### src/rtl/blft_pkg.sv
`default_nettype none
// ============================================================================
// Module      : blft_pkg
// Description : Shared border-policy constants, FSM encoding and address width
//               helper for the sliding-window generator.
// Revision    : 1.0 - initial release
// ============================================================================
package blft_pkg;

    localparam int BORDER_ZERO = 0;
    localparam int BORDER_REPL = 1;

    typedef enum logic [2:0] {
        ST_IDLE  = 3'd0,
        ST_FETCH = 3'd1,
        ST_WAIT  = 3'd2,
        ST_EMIT  = 3'd3,
        ST_DONE  = 3'd4
    } state_t;

    function automatic int addr_w(input int h, input int w);
        return $clog2(h) + $clog2(w);
    endfunction

endpackage
`default_nettype wire

### src/rtl/blft_addr_gen.sv
`default_nettype none
// ============================================================================
// Module      : blft_addr_gen
// Description : Turns a centre plus signed offsets into an in-image {row,col}
//               address (clamped) and flags coordinates that fell outside.
// Revision    : 1.0 - initial release
// ============================================================================
module blft_addr_gen import blft_pkg::*; #(
    parameter int IMG_W = 256,
    parameter int IMG_H = 256,
    parameter int OW    = 10
) (
    input  logic [$clog2(IMG_H)-1:0]        row_i,
    input  logic [$clog2(IMG_W)-1:0]        col_i,
    input  logic signed [OW-1:0]            dy_i,
    input  logic signed [OW-1:0]            dx_i,
    output logic [addr_w(IMG_H, IMG_W)-1:0] addr_o,
    output logic                            oor_o
);

    localparam int RW = $clog2(IMG_H);
    localparam int CW = $clog2(IMG_W);
    localparam logic signed [OW-1:0] c_RMAX = OW'(IMG_H - 1);
    localparam logic signed [OW-1:0] c_CMAX = OW'(IMG_W - 1);

    logic signed [OW-1:0] w_r;
    logic signed [OW-1:0] w_c;
    logic                 w_r_lo;
    logic                 w_r_hi;
    logic                 w_c_lo;
    logic                 w_c_hi;
    logic [RW-1:0]        w_rc;
    logic [CW-1:0]        w_cc;

    assign w_r    = $signed({{(OW-RW){1'b0}}, row_i}) + dy_i;
    assign w_c    = $signed({{(OW-CW){1'b0}}, col_i}) + dx_i;

    assign w_r_lo = w_r[OW-1];
    assign w_c_lo = w_c[OW-1];
    assign w_r_hi = !w_r_lo && (w_r > c_RMAX);
    assign w_c_hi = !w_c_lo && (w_c > c_CMAX);

    assign w_rc   = w_r_lo ? '0 : (w_r_hi ? RW'(IMG_H - 1) : w_r[RW-1:0]);
    assign w_cc   = w_c_lo ? '0 : (w_c_hi ? CW'(IMG_W - 1) : w_c[CW-1:0]);

    assign addr_o = {w_rc, w_cc};
    assign oor_o  = w_r_lo | w_r_hi | w_c_lo | w_c_hi;

endmodule
`default_nettype wire

### src/rtl/blft_win_gen.sv
`default_nettype none
// ============================================================================
// Module      : blft_win_gen
// Description : Raster-order KxK window generator with one outstanding pixel
//               read, column-reuse shifting and zero/replicate border policy.
// Revision    : 1.0 - initial release
// ============================================================================
module blft_win_gen import blft_pkg::*; #(
    parameter int IMG_W  = 256,
    parameter int IMG_H  = 256,
    parameter int PIX_W  = 9,
    parameter int RAD    = 5,
    parameter int BORDER = 1
) (
    input  logic                                   clk,
    input  logic                                   rst,
    input  logic                                   start,
    output logic                                   busy,
    output logic                                   done,
    output logic                                   in_req,
    output logic [addr_w(IMG_H, IMG_W)-1:0]        in_addr,
    input  logic                                   in_valid,
    input  logic [PIX_W-1:0]                       in_data,
    output logic                                   win_valid,
    input  logic                                   win_ready,
    output logic [(2*RAD+1)*(2*RAD+1)*PIX_W-1:0]   win_data,
    output logic [addr_w(IMG_H, IMG_W)-1:0]        out_addr,
    output logic                                   win_last
);

    localparam int K  = 2 * RAD + 1;
    localparam int NE = K * K;
    localparam int RW = $clog2(IMG_H);
    localparam int CW = $clog2(IMG_W);
    localparam int AW = RW + CW;
    localparam int OW = ((RW > CW) ? RW : CW) + 2;
    localparam int FW = $clog2(K);
    localparam int IW = $clog2(NE);

    state_t                  state_q, state_d;
    logic [RW-1:0]           row_q, row_d;
    logic [CW-1:0]           col_q, col_d;
    logic [FW-1:0]           fx_q, fx_d;
    logic [FW-1:0]           fy_q, fy_d;
    logic [NE-1:0][PIX_W-1:0] win_q, win_d;

    logic signed [OW-1:0]    w_dy;
    logic signed [OW-1:0]    w_dx;
    logic [AW-1:0]           w_fetch_addr;
    logic                    w_oor;
    logic [IW-1:0]           w_idx;
    logic [PIX_W-1:0]        w_pix;
    logic                    w_col_end;
    logic                    w_last_centre;
    logic                    w_col_done;
    logic                    w_win_done;

    // fx/fy index the window slot being filled; offsets are relative to centre
    assign w_dy          = $signed(OW'(fy_q)) - OW'(RAD);
    assign w_dx          = $signed(OW'(fx_q)) - OW'(RAD);
    assign w_idx         = IW'(fy_q) * IW'(K) + IW'(fx_q);
    assign w_pix         = (BORDER == BORDER_ZERO && w_oor) ? '0 : in_data;
    assign w_col_end     = (col_q == CW'(IMG_W - 1));
    assign w_last_centre = (row_q == RW'(IMG_H - 1)) && w_col_end;
    assign w_col_done    = (fy_q == FW'(K - 1));
    assign w_win_done    = w_col_done && (fx_q == FW'(K - 1));

    blft_addr_gen #(
        .IMG_W (IMG_W),
        .IMG_H (IMG_H),
        .OW    (OW)
    ) u_addr_gen (
        .row_i  (row_q),
        .col_i  (col_q),
        .dy_i   (w_dy),
        .dx_i   (w_dx),
        .addr_o (w_fetch_addr),
        .oor_o  (w_oor)
    );

    always_ff @(posedge clk or posedge rst) begin
        if (rst) begin
            state_q <= ST_IDLE;
            row_q   <= '0;
            col_q   <= '0;
            fx_q    <= '0;
            fy_q    <= '0;
            win_q   <= '0;
        end else begin
            state_q <= state_d;
            row_q   <= row_d;
            col_q   <= col_d;
            fx_q    <= fx_d;
            fy_q    <= fy_d;
            win_q   <= win_d;
        end
    end

    always_comb begin
        state_d = state_q;
        row_d   = row_q;
        col_d   = col_q;
        fx_d    = fx_q;
        fy_d    = fy_q;
        win_d   = win_q;
        case (state_q)
            ST_IDLE: begin
                if (start) begin
                    row_d   = '0;
                    col_d   = '0;
                    fx_d    = '0;
                    fy_d    = '0;
                    state_d = ST_FETCH;
                end
            end
            ST_FETCH: state_d = ST_WAIT;
            ST_WAIT: begin
                if (in_valid) begin
                    win_d[w_idx] = w_pix;
                    if (w_col_done) begin
                        fy_d = '0;
                        if (w_win_done) begin
                            state_d = ST_EMIT;
                        end else begin
                            fx_d    = fx_q + 1'b1;
                            state_d = ST_FETCH;
                        end
                    end else begin
                        fy_d    = fy_q + 1'b1;
                        state_d = ST_FETCH;
                    end
                end
            end
            ST_EMIT: begin
                if (win_ready) begin
                    if (w_last_centre) begin
                        state_d = ST_DONE;
                    end else begin
                        fy_d    = '0;
                        state_d = ST_FETCH;
                        if (w_col_end) begin
                            col_d = '0;
                            row_d = row_q + 1'b1;
                            fx_d  = '0;
                        end else begin
                            // reuse K-1 columns; only the new right column is fetched
                            col_d = col_q + 1'b1;
                            fx_d  = FW'(K - 1);
                            for (int y = 0; y < K; y++) begin
                                for (int x = 0; x < K - 1; x++) begin
                                    win_d[y*K + x] = win_q[y*K + x + 1];
                                end
                            end
                        end
                    end
                end
            end
            ST_DONE: state_d = ST_IDLE;
            default: state_d = ST_IDLE;
        endcase
    end

    assign busy      = (state_q == ST_FETCH) || (state_q == ST_WAIT) || (state_q == ST_EMIT);
    assign done      = (state_q == ST_DONE);
    assign in_req    = (state_q == ST_FETCH);
    assign in_addr   = w_fetch_addr;
    assign win_valid = (state_q == ST_EMIT);
    assign win_last  = (state_q == ST_EMIT) && w_last_centre;
    assign win_data  = win_q;
    assign out_addr  = {row_q, col_q};

endmodule
`default_nettype wire

### config.mk
export PLATFORM = sky130hd
export DESIGN_NAME = blft_win_gen
export DESIGN_NICKNAME = d
export VERILOG_FILES = /design/src/rtl/blft_pkg.sv /design/src/rtl/blft_addr_gen.sv /design/src/rtl/blft_win_gen.sv
export SDC_FILE = /design/constraint.sdc
export NUM_CORES = 2
export LEC_CHECK = 0
export CAP_MARGIN = 10
export CORE_ASPECT_RATIO = 0.5
export CORE_MARGIN = 5
export CORE_UTILIZATION = 25
export CTS_CLUSTER_SIZE = 20
export DETAILED_ROUTE_END_ITERATION = 10
export PLACE_DENSITY = 0.55
export SLEW_MARGIN = 20
export SYNTH_ARGS = -nofsm -noshare
export SYNTH_HDL_FRONTEND = slang
export SYNTH_SLANG_ARGS = --single-unit
### constraint.sdc
create_clock -name clk -period 45.6 [get_ports clk]
set_clock_uncertainty 0.05 [all_clocks]
set_input_delay 9.12 -clock clk [delete_from_list [all_inputs] [get_ports clk]]
set_output_delay 9.12 -clock clk [all_outputs]
set_load 0.005 [all_outputs]
Yosys cells after proc, flatten, opt, wreduce, memory -nomap -nowiden
Index checks and enable logic that the tools add are counted.
{"block": "word_totals", "regBits": 1116, "out_inout_bits": 1126}
{"block": "classes", "n_addsub": 9, "n_mul": 1, "magnitude_cmp": 4, "n_eq_ne": 16, "n_mux": 81, "n_reduce_logical": 21}
{"cell": "$mux W90", "count": 33}
{"cell": "$pmux W90 S2", "count": 11}
{"cell": "$bwmux W1089", "count": 1}
{"cell": "$mux W1080", "count": 1}
{"cell": "$mux W8", "count": 11}
{"cell": "$demux W9 S7", "count": 1}
{"cell": "$mux W4", "count": 11}
{"cell": "$pmux W8 S2", "count": 2}
{"cell": "$pmux W4 S3", "count": 2}
{"cell": "$add A9 B5 Y10", "count": 2}
{"cell": "$gt A10 B9 Y1 const B", "count": 2}
{"cell": "$add A8 B1 Y8 const B", "count": 2}
{"cell": "$eq A8 B8 Y1 const B", "count": 2}
{"cell": "$mux W3", "count": 5}
{"cell": "$reduce_and A5 Y1", "count": 3}
{"cell": "$ne A2 B2 Y1 const B", "count": 6}
{"cell": "$pmux W3 S4", "count": 1}
{"cell": "$sub A4 B3 Y5 const B", "count": 2}
{"cell": "$mux W9", "count": 1}
{"cell": "$add A4 B1 Y4 const B", "count": 2}
{"cell": "$eq A4 B4 Y1 const B", "count": 2}
{"cell": "$lt A7 B8 Y1 const B", "count": 1}
{"cell": "$add A7 B4 Y7", "count": 1}
{"cell": "$ge A7 B1 Y1 const B", "count": 1}
{"cell": "other kinds (16)", "count": 26}

Depth between registers and ports, before layout
{"block": "logic_depth", "ltp_word": 9, "depth_mapped": 15, "ltp_nobuf": 12}

By module
A second synthesis with hierarchy kept.
{"block": "hier_totals", "cells_unflattened": 5403, "hier_area_um2": 53401.2}
{"module": "blft_win_gen", "instances": 1, "cells_each": 5260, "area_per_inst_um2": 52330.2}
{"module": "blft_addr_gen", "instances": 1, "cells_each": 143, "area_per_inst_um2": 1071.0}

Worst setup path after synthesis
Ideal clock, no wire load.
{"block": "synth_timing", "path_type": "reg-to-output", "from": "register fy_q[0]", "to": "output port in_addr[8]", "t_arrival_ps": 2290, "slack_ps": 34140, "path_stages_with_launch": 10, "path_buffers": 0, "cell_sequence": "dfrtp_1 > inv_1 > ha_1 > xnor2_1 > ha_1 > a21o_1 > a21oi_1 > nor3_1 > a31oi_1 > a21oi_1"}
{"block": "synth_via", "elab_chain_cells": 6, "elab_cells_between_ends": 7, "classes_between": "add/sub: 2; order compare: 1; mux: 2; reduce/logical: 2"}
{"item": "from (decl)", "line_no": "blft_win_gen.sv:44", "text": "logic [FW-1:0] fy_q, fy_d;"}
{"item": "from (signal assigned)", "line_no": "blft_win_gen.sv:94", "text": "fy_q <= fy_d;"}
{"item": "$sub A4 B3 Y5 *", "line_no": "blft_win_gen.sv:59", "text": "assign w_dy = $signed(OW'(fy_q)) - OW'(RAD);"}
{"item": "$add A9 B5 Y10 *", "line_no": "blft_addr_gen.sv:35", "text": "assign w_r = $signed({{(OW-RW){1'b0}}, row_i}) + dy_i;"}
{"item": "$gt A10 B9 Y1 or $logic_not A1 Y1 (tied branches)", "line_no": "blft_addr_gen.sv:40", "text": "assign w_r_hi = !w_r_lo && (w_r > c_RMAX);"}
{"item": "$logic_and A1 B1 Y1", "line_no": "blft_addr_gen.sv:40"}
{"item": "$mux W8", "line_no": "blft_addr_gen.sv:43", "text": "assign w_rc = w_r_lo ? '0 : (w_r_hi ? RW'(IMG_H - 1) : w_r[RW-1:0]);"}
{"item": "$mux W8 *", "line_no": "blft_addr_gen.sv:43"}
{"item": "to (decl)", "line_no": "blft_win_gen.sv:21", "text": "output logic [addr_w(IMG_H, IMG_W)-1:0] in_addr,"}
Mark *: on every way between the ends. The rest lies on a longest branch, timed or not.

Final worst setup path
{"block": "layout_timing", "from": "register fy_q[0]", "to": "output port in_addr[12]"}
Same word-level chain as after synthesis.

==> summary.md <==
| Metric | Value |
|---|---|
| Outcome | `complete, but fails checks` |
| Failing checks | `max-slew violations` |
| Met3 Track Usage GR | `0.07718` |
| WL per Instance | `roughly 38 um` |
| Syn Area/Cell | `about 12 um2` |
| CTS Sinks | `1,116` |
| CP top delay family | `compound AO/OA/AOI/OAI gates` |
| Main synth FF type | `dfrtp_1` |
| Die width | `just under 700 um` |
| PwrDens | `53.72 mW/mm2` |
| CTS max path bufs | `3` |
| Grt peak-use layer | `met2` |
| DRC | `0` |
| Top-level port count | `between 1,000 and 1,500` |
| HP Start | `win_data[793]` |
| CTS Root Cell | `clkbuf_16` |
| Period utilisation layout | `0.2953` |
| Post-CTS Setup Bufs | `0` |
| Cts repair resizes | `0` |
| Post-synthesis cell area | `~0.055 mm2` |
| Sequential share of power | `0.325` |
| P_sw | `between 1.5 and 2 mW` |
| Initial antenna violation count | `25` |
| Final ANT Viol Nets | `0` |
| Hold Crit Endpoint | `win_data[793]` |
| Setup TNS | `0 ps` |
| Seq/Total Area, Yosys | `0.5063` |
| R2r endpoint | `win_data[1067]` |
| Initial cell density of the core | `0.2525` |
| FP Rows | `121` |
| Worst hold path cell count | `1` |
| Switch share | `0.4453` |
| Buf+Inv Stages, Crit Path | `3` |
| Leakage power total | `approximately 32 nW` |
| GRT overflow | `0` |
| CTS buffer count | `approximately 120` |
| Arrival @ worst endpoint | `4300 ps` |
| Met2 GRT Util | `0.4017` |
| Fraction of layout cells with a size suffix above 1 | `0.2669` |
| Data required, critical path | `36,430 ps` |
| Total power draw | `roughly 4.0 mW` |
| Worst-Skew Late Latency | `between 700 and 800 ps` |
| Initial DRT Pass Iterations | `6` |
| Nets | `between 5,000 and 6,000` |
| Cells on worst reg2reg path | `8` |
| Max incr delay on CP | `approximately 600 ps` |
| Reg-to-reg critical path startpoint | `state_q[0]` |
| Placeable Area | `about 0.22 mm2` |
| Clock power share | `0.248` |
| Met1 usage | `0.3603` |
| Yosys reg bits | `about 1,100` |
| First-pass GRT wire length | `approximately 430,000 um` |
| Syn Inst Count | `between 4,000 and 5,000` |
| Synth cell types | `between 70 and 80` |
| Max transition margin | `-0.005844` |
| H-tree depth | `3` |
| Final Slew Violations | `between 40 and 50` |
| Max cap viols | `0` |
| Worst min path class | `reg2reg` |
| Design internal power | `around 2.2 mW` |
| Port Buffer Count | `1,139` |
| GRT Total Usage | `0.2733` |
| Largest net degree at the start of global routing | `218` |
| CP endpoint kind | `primary output` |
| Startpoint type of the worst setup path | `flop` |
| Hold Buf Count CTS | `0` |
| Fill cells | `approximately 22,000` |
| Clk pin slew, worst setup/hold paths | `60 ps` |
| Drt via density | `approximately 5.6` |
| CP max FO | `9` |
| RSZ-0062 raised after global routing | `no` |
| Final wirelength | `about 330,000 um` |
| Fmax | `roughly 74 MHz` |
| Critical path type | `reg2out` |
| Slew of the pin with the lowest slew margin | `roughly 1500 ps` |
| Final hold violation count | `0` |
| Routability cong. | `0.9485` |
| P&R area growth vs syn | `34.98%` |
| Crit path max-delay cell type | `clkdlybuf4s50_1` |
| Die Height | `342.1 um` |
| EDFF count, synth | `0` |
| VDD IR max | `around 0.051 mV` |
| R2r setup slk | `roughly 39,000 ps` |
| Starting DRT DRC Count | `~6,000` |
| DP HPWL | `approximately 250,000 um` |
| # setup viols final | `0` |
| CTS tree | `yes` |
| Comb pwr share | `0.427` |
| Mapped Nets | `roughly 4,600` |
| Die area | `about 0.23 mm2` |
| DR vias | `slightly below 50,000` |
| CP Cell Sequence | `inv_1 -> ha_1 -> fa_1 -> inv_1 -> a21o_1 -> a21oi_1 -> a31oi_1 -> a21oi_1 -> clkdlybuf4s50_1` |
| Final Critical Period | `between 10,000 and 15,000 ps` |
| Ys Warns | `0` |
| Ys async rst share | `1.000` |
| Vias in the first global route | `approximately 45,000` |
-- worst max-delay path by stage --
stage / startpoint / depth (start not counted) / endpoint / slack (ps)
finish: fy_q[0] / 9 / in_addr[12] / 32130
global placement: rst / 6 / win_data[538] / 31450
floorplan: rst / 1 / col_q[0] / 5010
CTS: fy_q[0] / 9 / in_addr[13] / 32100
detailed placement: rst / 6 / win_data[538] / 31460
global route: rst / 6 / win_data[359] / 31810
-- sequential cells by signal (all words and copies together), names as in the netlist --
name      flops
win_data   1089
col_q         8
row_q         8
fx_q          4
fy_q          4
state_q       3
-- metal layers --
metal | vias up | part of all wire
met5 | - | 0.00016
met4 | 8 | 0.071
met3 | 649 | 0.094
met2 | 2794 | 0.43
met1 | 26120 | 0.41
li1 | 19460 | -
-- stage by stage --
stage | std cells | hold WS, ps | cell area, um2 | util | setup slack [ps]
global placement | 8499 | 438.5 | 70430 | 0.3224 | 31450
global route | 8716 | 475.6 | 74430 | 0.3407 | 31810
floorplan | 4590 | 454.2 | 55160 | - | 5005
CTS | 8710 | 456.9 | 74320 | 0.3402 | 32100
detailed placement | 8502 | 443.0 | 70510 | 0.3227 | 31460
finish | 8727 | 454.9 | 74460 | 0.3408 | 32130
-- power by group through the flow --
stage | logic (mW) | clock network [mW] | registers (mW)
after floorplan | 0.826 | 0 | 1.24
after global placement | 1.66 | 0 | 1.31
after detailed placement | 1.67 | 0 | 1.31
after CTS | 1.67 | 1.00 | 1.29
after global routing | 1.75 | 1.04 | 1.30
final | 1.71 | 0.994 | 1.30
-- kinds of logic after synthesis --
| group | share of synthesized area |
|---|---|
| compound gates | 0.1927 |
| flops | 0.5063 |
| mux | 0.1963 |
| simple gates | 0.06022 |
| buf+inv | 0.02869 |
| fa+ha+maj | 0.009073 |
| xor+xnor | 0.006692 |
-- synthesized netlist by cell type, drive strengths merged (32+ instances only) --
library cell	n	area [um2]
dfrtp	1116	27930
mux2	954	10780
a22o	653	5719
nand2	244	915.9
o21ai	238	1285
clkbuf	230	863.3
nor2	213	807.0
a21oi	201	1160
nor3	148	767.0
a22oi	132	991.0
buf	110	603.1
nand3	56	317.8
a31oi	36	528.0
ha	32	400.4
-- cell type report --
cell class | instances | area (um2) | share of cell area
diodes | 12 | 30.03 | 0.0004033
flip-flops and latches | 1116 | 27930 | 0.3751
repair buffers | 1305 | 12670 | 0.1701
multi-input cells | 3103 | 26200 | 0.3519
clock inverters | 38 | 434.2 | 0.005831
clock buffers | 170 | 3376 | 0.04534
well taps | 2952 | 3694 | 0.04961
inverters | 31 | 131.4 | 0.001764
-- cell usage in the layout (no fill, tap or decap), types with 57 or more instances in the layout --
master           synthesis  routed
a21oi_1                168     166
dfrtp_1               1116    1116
a22o_1                 653     653
clkbuf_16                0     116
nor2_1                 210     207
nand2_1                244     234
o21ai_0                211     211
a22oi_1                132     132
nor3_1                 144      80
clkdlybuf4s50_1          0    1130
buf_4                   13     158
nor3_2                   3      57
mux2_2                 942     942
Power figures use the tool's default switching activity.
